==> config.mk <==
export PLATFORM = sky130hd
export DESIGN_NAME = wb_stage
export DESIGN_NICKNAME = d
export VERILOG_FILES = /design/src/rtl/wb_stage_pkg.sv /design/src/rtl/wb_stage_load_extend.sv /design/src/rtl/wb_stage.sv
export SDC_FILE = /design/constraint.sdc
export NUM_CORES = 1
export LEC_CHECK = 0
export ABC_CLOCK_PERIOD_IN_PS = 2000
export BUFFER_PORTS_ARGS = -buffer_cell sky130_fd_sc_hd__buf_2
export CAP_MARGIN = 20
export CORE_MARGIN = 4
export CORE_UTILIZATION = 48
export CTS_BUF_LIST = sky130_fd_sc_hd__clkbuf_4
export CTS_CLUSTER_DIAMETER = 120
export CTS_CLUSTER_SIZE = 28
export DETAILED_ROUTE_END_ITERATION = 6
export MAX_ROUTING_LAYER = met4
export PLACE_DENSITY = 0.92
export SYNTH_ARGS = -nofsm -noshare
export SYNTH_HDL_FRONTEND = slang
export SYNTH_HIERARCHICAL = 1
export SYNTH_SLANG_ARGS = --single-unit
==> constraint.sdc <==
create_clock -name clk -period 2 [get_ports clk]
set_clock_uncertainty 0.05 [all_clocks]
set_input_delay 0.4 -clock clk [delete_from_list [all_inputs] [get_ports clk]]
set_output_delay 0.4 -clock clk [all_outputs]
set_load 0.05 [all_outputs]
==> src/rtl/wb_stage_pkg.sv <==
// Shared types and helpers for the write-back stage.
//   write_back_op_t : write-back source select coming from the memory stage
//   load_size_t     : load width / signedness
//   reg_file_op_t   : register-file write enable encoding
//   wb_state_t      : write-back FSM state
//   size_legal()    : load sizes that exist for a given XLEN
//   misaligned()    : natural-alignment check of a load offset
package wb_stage_pkg;

  typedef enum logic [1:0] {
    NO_WRITE_BACK   = 2'd0,
    WRITE_BACK_PC   = 2'd1,
    WRITE_BACK_OUT  = 2'd2,
    WRITE_BACK_LOAD = 2'd3
  } write_back_op_t;

  typedef enum logic [2:0] {
    LB  = 3'd0,
    LH  = 3'd1,
    LW  = 3'd2,
    LBU = 3'd3,
    LHU = 3'd4,
    LWU = 3'd5,
    LD  = 3'd6
  } load_size_t;

  typedef enum logic {
    NO_REG_DATA    = 1'b0,
    WRITE_REG_DATA = 1'b1
  } reg_file_op_t;

  typedef enum logic {
    IDLE     = 1'b0,
    WAIT_MEM = 1'b1
  } wb_state_t;

  // LWU and LD only exist on a 64-bit datapath; anything else is unknown.
  function automatic logic size_legal(input load_size_t size, input int unsigned xlen);
    logic ok;
    case (size)
      LB, LH, LW, LBU, LHU: ok = 1'b1;
      LWU, LD:              ok = (xlen == 64);
      default:              ok = 1'b0;
    endcase
    return ok;
  endfunction

  function automatic logic misaligned(input load_size_t size, input logic [2:0] addr_lo);
    logic bad;
    case (size)
      LH, LHU: bad = addr_lo[0];
      LW, LWU: bad = (addr_lo[1:0] != 2'b00);
      LD:      bad = (addr_lo != 3'b000);
      default: bad = 1'b0;
    endcase
    return bad;
  endfunction

endpackage

==> src/rtl/wb_stage_load_extend.sv <==
// Combinational load lane select and sign/zero extension.
//   data_i    : raw aligned memory word
//   size_i    : load size / signedness
//   addr_lo_i : byte offset of the load within the word
//   data_o    : extended result, XLEN wide
module load_extend
  import wb_stage_pkg::*;
#(
  parameter int XLEN = 32
) (
  input  logic [XLEN-1:0] data_i,
  input  load_size_t      size_i,
  input  logic [2:0]      addr_lo_i,
  output logic [XLEN-1:0] data_o
);

  logic [2:0]      off;
  logic [XLEN-1:0] lane;

  // A 32-bit word only has four byte lanes, so the top offset bit is dropped.
  assign off  = (XLEN == 64) ? addr_lo_i : {1'b0, addr_lo_i[1:0]};
  assign lane = data_i >> {off, 3'b000};

  always_comb begin
    data_o = '0;
    case (size_i)
      LB:      data_o = XLEN'($signed(lane[7:0]));
      LH:      data_o = XLEN'($signed(lane[15:0]));
      LW:      data_o = XLEN'($signed(lane[31:0]));
      LBU:     data_o = XLEN'(lane[7:0]);
      LHU:     data_o = XLEN'(lane[15:0]);
      LWU:     data_o = XLEN'(lane[31:0]);
      LD:      data_o = lane;
      default: data_o = '0;
    endcase
  end

endmodule

==> src/rtl/wb_stage.sv <==
// Write-back stage between the memory stage and the register-file write port.
// Selects PC+4, ALU result or extended load data and issues a registered,
// single-cycle register-file write plus a forwarding mirror of it.
//
// Ports:
//   clk, rst                       : core clock, synchronous active-high reset
//   in_valid / in_ready            : upstream handshake
//   in_wb_ctrl, in_load_size       : write-back source and load size
//   in_addr_lo, in_rd              : load byte offset, destination register
//   in_pc_4, in_alu_out            : non-load result candidates
//   mem_rsp_valid, mem_rsp_data    : data-memory load response
//   reg_op, reg_rd, reg_write_data : register-file write port
//   fwd_valid, fwd_rd, fwd_data    : forwarding copy of the write port
//   busy                           : waiting for a load response
//   err_misaligned                 : sticky, a misaligned load was accepted
//   err_spurious_rsp               : sticky, a response arrived while idle
//
// state    | meaning
// IDLE     | no load outstanding, any transaction accepted
// WAIT_MEM | load latched, waiting for mem_rsp_valid
module wb_stage
  import wb_stage_pkg::*;
#(
  parameter int XLEN       = 32,
  parameter int REG_ADDR_W = 5
) (
  input  logic                  clk,
  input  logic                  rst,
  input  logic                  in_valid,
  output logic                  in_ready,
  input  write_back_op_t        in_wb_ctrl,
  input  load_size_t            in_load_size,
  input  logic [2:0]            in_addr_lo,
  input  logic [REG_ADDR_W-1:0] in_rd,
  input  logic [XLEN-1:0]       in_pc_4,
  input  logic [XLEN-1:0]       in_alu_out,
  input  logic                  mem_rsp_valid,
  input  logic [XLEN-1:0]       mem_rsp_data,
  output reg_file_op_t          reg_op,
  output logic [REG_ADDR_W-1:0] reg_rd,
  output logic [XLEN-1:0]       reg_write_data,
  output logic                  fwd_valid,
  output logic [REG_ADDR_W-1:0] fwd_rd,
  output logic [XLEN-1:0]       fwd_data,
  output logic                  busy,
  output logic                  err_misaligned,
  output logic                  err_spurious_rsp
);

  wb_state_t             state_q, state_d;
  logic [REG_ADDR_W-1:0] ld_rd_q;
  load_size_t            ld_size_q;
  logic [2:0]            ld_addr_q;

  logic                  accept, is_load, rsp_fire;
  logic                  nl_wr, ld_wr;
  logic [XLEN-1:0]       nl_data, ld_data;

  logic                  skid_v_q, skid_v_d;
  logic [REG_ADDR_W-1:0] skid_rd_q, skid_rd_d;
  logic [XLEN-1:0]       skid_data_q, skid_data_d;

  logic                  out_v_d;
  logic [REG_ADDR_W-1:0] out_rd_d;
  logic [XLEN-1:0]       out_data_d;

  reg_file_op_t          reg_op_q;
  logic [REG_ADDR_W-1:0] reg_rd_q;
  logic [XLEN-1:0]       reg_data_q;
  logic                  err_mis_q, err_spur_q;

  assign accept   = in_valid && in_ready;
  // A load of unknown or unsupported size behaves as NO_WRITE_BACK.
  assign is_load  = (in_wb_ctrl == WRITE_BACK_LOAD) && size_legal(in_load_size, XLEN);
  assign rsp_fire = (state_q == WAIT_MEM) && mem_rsp_valid;

  // ---------------- FSM: state register ----------------
  always_ff @(posedge clk) begin
    if (rst) state_q <= IDLE;
    else     state_q <= state_d;
  end

  // ---------------- FSM: next state ----------------
  always_comb begin
    state_d = state_q;
    case (state_q)
      IDLE:     if (accept && is_load) state_d = WAIT_MEM;
      WAIT_MEM: if (mem_rsp_valid)     state_d = (accept && is_load) ? WAIT_MEM : IDLE;
      default:  state_d = IDLE;
    endcase
  end

  // ---------------- FSM: outputs ----------------
  always_comb begin
    in_ready = 1'b0;
    busy     = 1'b0;
    case (state_q)
      IDLE:     in_ready = 1'b1;
      WAIT_MEM: begin
        in_ready = mem_rsp_valid;
        busy     = 1'b1;
      end
      default:  in_ready = 1'b0;
    endcase
  end

  // ---------------- result datapath ----------------
  load_extend #(.XLEN(XLEN)) u_load_extend (
    .data_i    (mem_rsp_data),
    .size_i    (ld_size_q),
    .addr_lo_i (ld_addr_q),
    .data_o    (ld_data)
  );

  assign ld_wr   = rsp_fire && !misaligned(ld_size_q, ld_addr_q) && (ld_rd_q != '0);
  assign nl_wr   = accept && !is_load && (in_rd != '0) &&
                   ((in_wb_ctrl == WRITE_BACK_PC) || (in_wb_ctrl == WRITE_BACK_OUT));
  assign nl_data = (in_wb_ctrl == WRITE_BACK_PC) ? in_pc_4 : in_alu_out;

  // A non-load accepted in the load-response cycle collides with the load
  // write; it is parked for one cycle in the skid slot so writes stay in
  // order, one per cycle. The slot keeps draining while non-loads stream in.
  always_comb begin
    out_v_d     = 1'b0;
    out_rd_d    = reg_rd_q;
    out_data_d  = reg_data_q;
    skid_v_d    = 1'b0;
    skid_rd_d   = skid_rd_q;
    skid_data_d = skid_data_q;
    if (skid_v_q) begin
      out_v_d     = 1'b1;
      out_rd_d    = skid_rd_q;
      out_data_d  = skid_data_q;
      skid_v_d    = nl_wr;
      skid_rd_d   = in_rd;
      skid_data_d = nl_data;
    end else if (ld_wr) begin
      out_v_d     = 1'b1;
      out_rd_d    = ld_rd_q;
      out_data_d  = ld_data;
      skid_v_d    = nl_wr;
      skid_rd_d   = in_rd;
      skid_data_d = nl_data;
    end else if (nl_wr) begin
      out_v_d    = 1'b1;
      out_rd_d   = in_rd;
      out_data_d = nl_data;
    end
  end

  always_ff @(posedge clk) begin
    if (rst) begin
      ld_rd_q     <= '0;
      ld_size_q   <= LB;
      ld_addr_q   <= '0;
      skid_v_q    <= 1'b0;
      skid_rd_q   <= '0;
      skid_data_q <= '0;
      reg_op_q    <= NO_REG_DATA;
      reg_rd_q    <= '0;
      reg_data_q  <= '0;
      err_mis_q   <= 1'b0;
      err_spur_q  <= 1'b0;
    end else begin
      if (accept && is_load) begin
        ld_rd_q   <= in_rd;
        ld_size_q <= in_load_size;
        ld_addr_q <= in_addr_lo;
      end
      skid_v_q    <= skid_v_d;
      skid_rd_q   <= skid_rd_d;
      skid_data_q <= skid_data_d;
      reg_op_q    <= out_v_d ? WRITE_REG_DATA : NO_REG_DATA;
      reg_rd_q    <= out_rd_d;
      reg_data_q  <= out_data_d;
      // Misalignment is flagged at accept; the load still waits for its
      // response and then completes without a write.
      if (accept && is_load && misaligned(in_load_size, in_addr_lo)) err_mis_q <= 1'b1;
      if ((state_q == IDLE) && mem_rsp_valid) err_spur_q <= 1'b1;
    end
  end

  assign reg_op           = reg_op_q;
  assign reg_rd           = reg_rd_q;
  assign reg_write_data   = reg_data_q;
  assign fwd_valid        = (reg_op_q == WRITE_REG_DATA);
  assign fwd_rd           = reg_rd_q;
  assign fwd_data         = reg_data_q;
  assign err_misaligned   = err_mis_q;
  assign err_spurious_rsp = err_spur_q;

endmodule

Word-level counts from Yosys, hierarchy flattened
Index checks and enable logic that the tools add are counted.
- flip-flop bits (word level): 90
- latch bits: 0
- RAM bits: 0
- memory bits (read-only): 0
- bits of input ports: 113
- word-level logic and storage cells: 86
- memories: 0
- $add $sub $neg: 0
- $mul: 0
- divide/modulo/power cells: 0
- order comparisons: 0
- equality and inequality tests: 15
- shift-type cells: 1
- muxes and demuxes: 27
- bitwise gates (word level): 1
- reductions and logical operators: 30
- operators with widths (kind ; number):
    $mux W32 ; 6
    $pmux W32 S5 ; 1
    $shr A32 B5 Y32 ; 1
    $mux W5 ; 5
    $eq A3 B3 Y1 const B ; 6
    $eq A3 B2 Y1 const B ; 4
    $logic_and A1 B1 Y1 ; 11
    $mux W1 ; 11
    $reduce_bool A5 Y1 ; 2
    $reduce_bool A3 Y1 ; 3
    $reduce_or A2 Y1 ; 4
    $eq A3 B1 Y1 const B ; 2
    $logic_not A3 Y1 ; 2
    $pmux W1 S3 ; 2
    $reduce_bool A2 Y1 ; 3
    $reduce_or A5 Y1 ; 1
    $eq A2 B2 Y1 const B ; 2
    $pmux W1 S2 ; 2
    $reduce_or A3 Y1 ; 1
    $eq A2 B1 Y1 const B ; 1
    $logic_not A1 Y1 ; 2
    $logic_or A1 B1 Y1 ; 1
    $not A1 Y1 ; 1

Logic depth before layout (Yosys ltp)
Gate-level depths: netlist of the first run.
- depth after elaboration: 12
- depth in mapped cells: 8

Cells and area by module
The synthesis of the first run kept the hierarchy.
- modules (own cells, without submodules) (module ; times used ; cells each ; area an instance (um^2)):
    wb_stage ; 1 ; 553 ; 5026.1
    load_extend ; 1 ; 111 ; 764.5

Worst setup path before layout of the first run
Ideal clock, no wire load.
- path type: register -> register
- start: reg state_q
- end: reg reg_data_q[0] (netlist: fwd_data[0])
- library setup time: 0.132 ns
- arrival time: 2.287 ns
- data required time: 1.818 ns
- slack: -0.470 ns
- cell stages (with the launch flop): 8
- path buffers: 2
- clock period less this slack: 2.470 ns
- cell sequence: dfxtp_1 nand2b_1 and3b_1 a21o_1 buf_2 clkbuf_1 o311ai_1 a21oi_1
- cells in the longest elaborated chain, start to end: 7
- elaborated cells between the ends (all ways): 12
- those cells by class: mux (3); bitwise (1); reduce/logical (8)
- ends and longest elaborated chain (element ; line ; RTL):
    start: declaration ; wb_stage.sv:50 ; wb_state_t state_q, state_d;
    start signal: assignment ; wb_stage.sv:80 ; else state_q <= state_d;
    $not A1 Y1 ; - ;
    $pmux W1 S2 * ; wb_stage.sv:97 ; case (state_q)
    via in_ready ; wb_stage.sv:30 ; output logic in_ready,
    $logic_and A1 B1 Y1 * ; wb_stage.sv:72 ; assign accept = in_valid && in_ready;
    $logic_and A1 B1 Y1 * (3 in a row) ; wb_stage.sv:116 ; assign nl_wr = accept && !is_load && (in_rd != '0) &&
    $reduce_bool A3 Y1 (no source line) * ; - ;
    end signal: assignment ; wb_stage.sv:175 ; reg_data_q <= out_data_d;
    end: declaration ; wb_stage.sv:69 ; logic [XLEN-1:0] reg_data_q;
The timed path passes the listed nets; every way through them passes the cells marked *.
A chain may end at the register's enable or synchronous reset.

Final worst setup path of the first run
- start: reg ld_rd_q[4]
- end: reg reg_data_q[30] (netlist: fwd_data[30])
- cells in the longest elaborated chain, start to end: 4
- elaborated cells between the ends (all ways): 5
- those cells by class: mux (2); reduce/logical (3)
- ends and longest elaborated chain (element ; line ; RTL):
    start: declaration ; wb_stage.sv:51 ; logic [REG_ADDR_W-1:0] ld_rd_q;
    start signal: assignment ; wb_stage.sv:166 ; ld_rd_q <= in_rd;
    $reduce_bool A5 Y1 * ; wb_stage.sv:115 ; assign ld_wr = rsp_fire && !misaligned(ld_size_q, ld_addr_q) && (ld_rd_q != '0);
    $logic_and A1 B1 Y1 * ; wb_stage.sv:115 ;
    $mux W32 ; wb_stage.sv:137 ; end else if (ld_wr) begin
    $mux W32 ; wb_stage.sv:130 ; if (skid_v_q) begin
Mark *: on every way between the ends. The rest lies on a longest branch, timed or not.

==> results of run 1 <==
[placed cells by master (no fill, tap or decap), types with 2 or more instances in the layout]
cell type / count
dfxtp_2: 3
nand3_1: 39
o311ai_2: 21
a21oi_1: 44
buf_12: 9
o21ai_0: 17
mux2i_1: 99
o2bb2ai_1: 6
a21o_1: 11
a211oi_1: 33
nor3b_2: 5
inv_1: 6
buf_4: 36
nor3_2: 7
o311ai_1: 6
nor2_1: 17
nand2b_1: 39
o21a_1: 2
clkinv_1: 2
nand2_1: 17
clkinvlp_4: 2
o311ai_4: 5
nand4_1: 6
dfxtp_1: 87
o31a_1: 5
a211oi_2: 12
nand3b_1: 3
nor3_1: 27
nor2b_1: 8
buf_2: 192
and2_1: 6
o21ai_2: 5
clkbuf_4: 9
[through the flow]
stage,total power [uW],instances
2_1_floorplan,2930,664
3_3_place_gp,3260,935
3_5_place_dp,3280,935
4_1_cts,4150,955
5_1_grt,4410,957
6_report,4220,957
[area by class of cell]
| cell class | instances | area share, % |
|---|---|---|
| Clock inverter | 7 | 0.622 |
| Timing Repair Buffer | 237 | 19.5 |
| Clock buffer | 9 | 0.933 |
| Multi-Input combinational cell | 464 | 51.2 |
| Sequential cell | 90 | 24.9 |
| Tap cell | 143 | 2.47 |
| Antenna cell | 1 | 0.0346 |
| Inverter | 6 | 0.311 |
[final timing paths]
kind	start	endpoint	slack [ns]
min reg2reg	err_spurious_rsp$_SDFFE_PP0P_	err_spurious_rsp$_SDFFE_PP0P_	0.44
max	ld_rd_q[4]$_SDFFE_PP0P_	fwd_data[30]$_SDFFE_PP0P_	-0.07
min	in_addr_lo[1]	ld_addr_q[1]$_SDFFE_PP0P_	0.17
max reg2reg	ld_rd_q[4]$_SDFFE_PP0P_	fwd_data[30]$_SDFFE_PP0P_	-0.07
[tightest hold or removal path: stages]
cell	delay, ns
buf_2	0.09
mux2i_1	0.07
nor2_1	0.08
[Yosys cell counts (all sizes together)]
| library cell | n |
|---|---|
| or2 | 1 |
| a32oi | 1 |
| o2111a | 2 |
| o21a | 2 |
| o311ai | 32 |
| o2111ai | 2 |
| or4 | 1 |
| o21ai | 22 |
| nand2 | 18 |
| nor2 | 18 |
| and3 | 1 |
| nand3b | 3 |
| and2 | 6 |
| nand2b | 40 |
| mux2i | 99 |
| nand3 | 40 |
| o31a | 5 |
| nor2b | 9 |
| a211oi | 46 |
| clkbuf | 38 |
| nand4 | 6 |
| o32a | 1 |
| buf | 66 |
| o22ai | 1 |
| a21o | 11 |
| inv | 6 |
| or4b | 1 |
| a22oi | 2 |
| o221ai | 1 |
| dfxtp | 90 |
| nor3 | 34 |
| mux2 | 1 |
| and3b | 1 |
| nor3b | 5 |
| ha | 2 |
| o2bb2ai | 6 |
| a21oi | 44 |
[sequential cells by signal, summed over array words and instances, names as in the netlist]
register,flops
err_misaligned,1
err_spurious_rsp,1
fwd_data,32
fwd_rd,5
fwd_valid,1
ld_addr_q,3
ld_rd_q,5
ld_size_q,3
skid_data_q,32
skid_rd_q,5
skid_v_q,1
state_q,1
[report_power, final]
group | leakage [uW] | switching [uW] | internal (uW)
Combinational | 0.00239 | 936 | 441
Sequential | 0.000734 | 82.1 | 1870
Clock | 0.0000574 | 637 | 251
[routing by layer]
metal | share of wire, % | vias up
li1 | - | 2732
met1 | 40 | 2735
met4 | 3.0 | 0
met2 | 49 | 330
met5 | 0 | -
met3 | 8.6 | 48
[kinds of logic after synthesis]
logic type               count (synthesis)  share of synthesized area, %
multiplexers                           100                          17.3
AND/OR/NAND/NOR                        184                          17.9
AO/OA/AOI/OAI                          178                          21.8
buffers and inverters                  110                          11.4
adder cells (fa/ha/maj)                  2                         0.432
flip-flops                              90                          31.1
[what timing repair did]
item                                    4_1_cts  5_1_grt
gates resized for setup                      13       38
hold buffers                                  0        0
pin swaps                                     2        2
endpoints found under the setup margin       38       65
cloned                                        0        0
setup buffers                                 4        1
==> flow_summary.yaml, run 1 <==
cts:
  clk_latency_ns: 0.45
  cts_buffers: 9
  clock-sinks: 90
  cts_root_buffer: "clkbuf_4"
  cts_tree: "done"
  path_clk_slew_ns: 0.13
  htree_num_levels: 3
  clk_path_buf_depth: 2
route:
  vias_per_cell: 6.11
  num_vias: 5845
  drt-initial-drc-count: 574
  avgRoutedWirePerCell_um: 19.4
  ant_nets: 0
  drc: 0
  routed_wl_mm: 18.5
  dr.pass1.iters: 5
global_routing:
  grt_overflow: 0
  grt_use_met2_pct: 42.8
  grt_max_degree: 39
  antenna_found_initial: 1
  track_usage_pct: 25.7
  grt_pass1_vias: 5698
  grt_pass1_wl_mm: 28.8
  grt_use_met3_pct: 4.66
  met1_usage_pct: 31.1
  grt_busiest_layer: "met2"
sta:
  slew_headroom_pct: 63.1
  finalCritPeriodShare_pct: 103
  min_period_ns: 2.07
  hold_violations: 0
  setup_viol: 29
  max_freq_mhz: 483
  rsz0062_at_grt: "true"
  timing.setup.tns_ns: -0.757
  hold_ws_ns: 0.169
  fin_ws_ns: -0.0685
  worstMarginPinSlew_ns: 0.553
  slew_violations: 0
synth:
  synth_cell_type_count: 46
  ys_ff_latch: 90
  syn_area_sq_um: 5790
  synth_area_leaders: "dfxtp_1 31%, mux2i_1 17%, a211oi_1 6.0%"
  synthesis.nets: 779
  seq_area_frac_synth_pct: 31.1
  synth_cells: 664
  synth_top_area_share_pct: 31.1
  yosysWarnings: 6
  yosys.area.top_type: "dfxtp_1"
  avgSynthCellArea_sq_um: 8.72
hold_path:
  hold_depth: 3
  worst_hold_path_type: "in2reg"
layout:
  multi_input_area_sq_um: 3710
  seqCellArea_sq_um: 1810
  drive_above_1_share_pct: 39.6
  final_nets: 923
  area_delta_synth_final_pct: 25.0
  fillerInstances: 936
  post-route-cell-area_sq_um: 7240
  post-route-util_pct: 62.3
worst_setup_path:
  critPathLaunchType: "flop"
  arrival_ns: 2.35
  rr_worst_depth: 6
  critical_path_buf_inv_count: 1
  cp_max_fo: 30
  endpoint_kind: "flop"
  crit_slowest_cell: "or4_1"
  path_cells: "or4_1 -> o32a_1 -> o2111a_4 -> buf_12 -> o311ai_4 -> a21oi_1"
  cp_slowest_stage_delay_ns: 0.52
  critical_path.top_delay_family: "compound AO/OA/AOI/OAI gates"
  crit_type: "reg2reg"
  worst-path-stages: 6
  cp.required_ns: 2.29
floorplanning:
  ios: 193
  rows: 39
  die-width_um: 118
  core_area_sq_um: 11600
  die_area_sq_um: 13900
  start_util_pct: 49.9
  dieHeight_um: 118
pwr:
  p_leak_uw: 0.00318
  irDropWorstVdd_uv: 373
  power_density_nw_per_um2: 583
placed_design:
  dpl.hpwl_mm: 13.0
  place_area_sq_um: 6750
  io_buffers: 192
  gp_congestion: 0.913
  preCtsSetupSlack_ns: -0.0577
flow_run:
  drv_cap: 0
run_status:
  outcome: "finished, violations left"
  violations: "negative setup slack"
No activity file was read; power rests on OpenSTA's default activity.
==> inputs of run 2 (changes only) <==
--- a/config.mk
+++ b/config.mk
@@ -6,10 +6,12 @@
 export NUM_CORES = 1
 export LEC_CHECK = 0
 export ABC_CLOCK_PERIOD_IN_PS = 2000
-export BUFFER_PORTS_ARGS = -buffer_cell sky130_fd_sc_hd__buf_2
+export BUFFER_PORTS_ARGS = -buffer_cell sky130_fd_sc_hd__clkbuf_2
 export CAP_MARGIN = 20
+export CELL_PAD_IN_SITES_DETAIL_PLACEMENT = 0
+export CELL_PAD_IN_SITES_GLOBAL_PLACEMENT = 1
 export CORE_MARGIN = 4
-export CORE_UTILIZATION = 48
+export CORE_UTILIZATION = 35
 export CTS_BUF_LIST = sky130_fd_sc_hd__clkbuf_4
 export CTS_CLUSTER_DIAMETER = 120
 export CTS_CLUSTER_SIZE = 28
==> run 2 against run 1 <==
Compared with the run above: the flow still finishes with violations (negative setup slack); setup slack better by 0.018 ns; register-to-register slack better by 0.02 ns; final area up 11%; routed wire length up 11%; non-clock buffer count up 15; hold slack worse by 0.033 ns; sequential power about the same; clock power up 34%; via count up 0.98%; critical path type unchanged; largest power group unchanged; highest routed layer unchanged.
==> flow_summary.yaml, run 2 (same netlist as run 1, synthesis figures left out) <==
route:
  avgRoutedWirePerCell_um: 19.6
  met3WireLength_mm: 1.43
  top_layer_used: "met4"
  num_vias: 5902
  wl_met2_mm: 10.1
  dr.pass1.iters: 5
  drt-initial-drc-count: 546
  vias_per_cell: 5.64
  ant_nets: 0
  routed_wl_mm: 20.5
  drc: 0
  wl_met1_mm: 8.66
placed_design:
  place_inst: 1014
  gp_congestion: 0.876
  dpl.hpwl_mm: 13.5
  io_buffers: 192
layout:
  drive_above_1_share_pct: 43.6
  final_cells: 1046
  final_nets: 940
  num_antenna_cells: 0
  mostFrequentLayoutCells: "192 x clkbuf_2, 94 x mux2i_1, 85 x dfxtp_1"
  fillerInstances: 1455
  final_common_cell: "clkbuf_2"
  area_delta_synth_final_pct: 38.8
cts:
  cts_buffers: 9
  clk_path_buf_depth: 2
  clock-sinks: 90
  cts_root_buffer: "clkbuf_4"
  htree_num_levels: 3
  clk_latency_ns: 0.48
  path_clk_slew_ns: 0.15
  cts_tree: "done"
worst_setup_path:
  crit_type: "reg2reg"
  critical_path_buf_inv_count: 1
  cp_max_fo: 9
  cp_slowest_stage_delay_ns: 0.53
  critPathLaunchType: "flop"
  endpoint_kind: "flop"
  path_cells: "or4_4 -> o32a_4 -> o2111a_2 -> clkbuf_16 -> nor3_1 -> a211oi_2"
  cp.required_ns: 2.29
  critical_path.top_delay_family: "simple AND/OR/NAND/NOR gates"
  crit_slowest_cell: "or4_4"
  arrival_ns: 2.34
floorplanning:
  rows: 46
  start_util_pct: 36.1
  dieHeight_um: 137
  die_area_sq_um: 18700
  core_area_sq_um: 16100
  die-width_um: 137
  ios: 193
pwr:
  p_leak_uw: 0.00335
  irDropWorstVdd_uv: 318
  power_density_nw_per_um2: 576
  power_uw: 4630
sta:
  fin_ws_ns: -0.0503
  finalCritPeriodShare_pct: 103
  slew_violations: 0
  worstMarginPinSlew_ns: 0.889
  rsz0062_at_grt: "true"
  setup_viol: 54
  timing.setup.tns_ns: -1.37
  slew_headroom_pct: 40.7
  min_period_ns: 2.05
  hold_violations: 0
  max_freq_mhz: 488
run_status:
  violations: "negative setup slack"
  outcome: "finished, violations left"
global_routing:
  grt_pass1_vias: 5441
  grt_max_degree: 53
  grt_overflow: 0
  grt_pass1_wl_mm: 29.1
  antenna_found_initial: 0
  track_usage_pct: 20.4
flow_run:
  drv_cap: 0
hold_path:
  worst_hold_path_type: "in2reg"
run 2: final timing paths:
check,start,end,slack [ns],cells after the start
max,ld_rd_q[0]$_SDFFE_PP0P_,skid_data_q[15]$_SDFFE_PP0P_,-0.05,6
min,in_addr_lo[2],ld_addr_q[2]$_SDFFE_PP0P_,0.14,3
min reg2reg,skid_rd_q[1]$_SDFFE_PP0P_,skid_rd_q[1]$_SDFFE_PP0P_,0.44,2
max reg2reg,ld_rd_q[0]$_SDFFE_PP0P_,skid_data_q[15]$_SDFFE_PP0P_,-0.05,6
run 2: metrics by stage:
stage          instance area [sq um]  hold slack (ns)  util (%)  setup WS (ns)
2_1_floorplan                   5800            0.397         -         0.0155
3_3_place_gp                    6930            0.409      43.2        -0.0592
3_5_place_dp                    6930            0.421      43.2         -0.114
4_1_cts                         7380            0.137      46.0        -0.0435
5_1_grt                         8040            0.157      50.0         -0.116
6_report                        8040            0.135      50.0        -0.0503
run 2: area by class of cell:
cell class / instances / area (sq um) / share of cell area (%)
clock inverters: 5 / 78.8 / 0.981
multi-input cells: 466 / 4030 / 50.1
flip-flops and latches: 90 / 1810 / 22.5
repair buffers: 252 / 1750 / 21.7
well taps: 216 / 270 / 3.36
inverters: 6 / 22.5 / 0.280
clock buffers: 11 / 82.6 / 1.03
run 2: worst reg2reg max path, delay by kind of cell, from the launching register on:
kind	cells	cell delay, ns
flip-flops	1	0.35
AO/OA/AOI/OAI	3	0.58
buffers and inverters	1	0.20
AND/OR/NAND/NOR	2	0.74
run 2: power breakdown:
group          total [uW]  internal, uW  switching, uW  leakage (uW)
sequential           1970          1870            100      0.000735
clock                1190           531            656     0.0000807
combinational        1470           494            972       0.00254
total                4630          2900           1730       0.00335
run 2: what timing repair did:
action | CTS | global route
pin swaps | 11 | 27
cloned | 0 | 10
hold buffers | 0 | 0
resized for setup | 41 | 62
setup endpoints to repair | 53 | 60
buffers inserted | 4 | 2
run 2: metal layers:
| layer | vias up | track usage (%) |
|---|---|---|
| met2 | 282 | 33.7 |
| met1 | 2816 | 26.1 |
| met3 | 37 | 2.54 |
| met5 | - | - |
| met4 | 0 | 6.55 |
| li1 | 2767 | - |
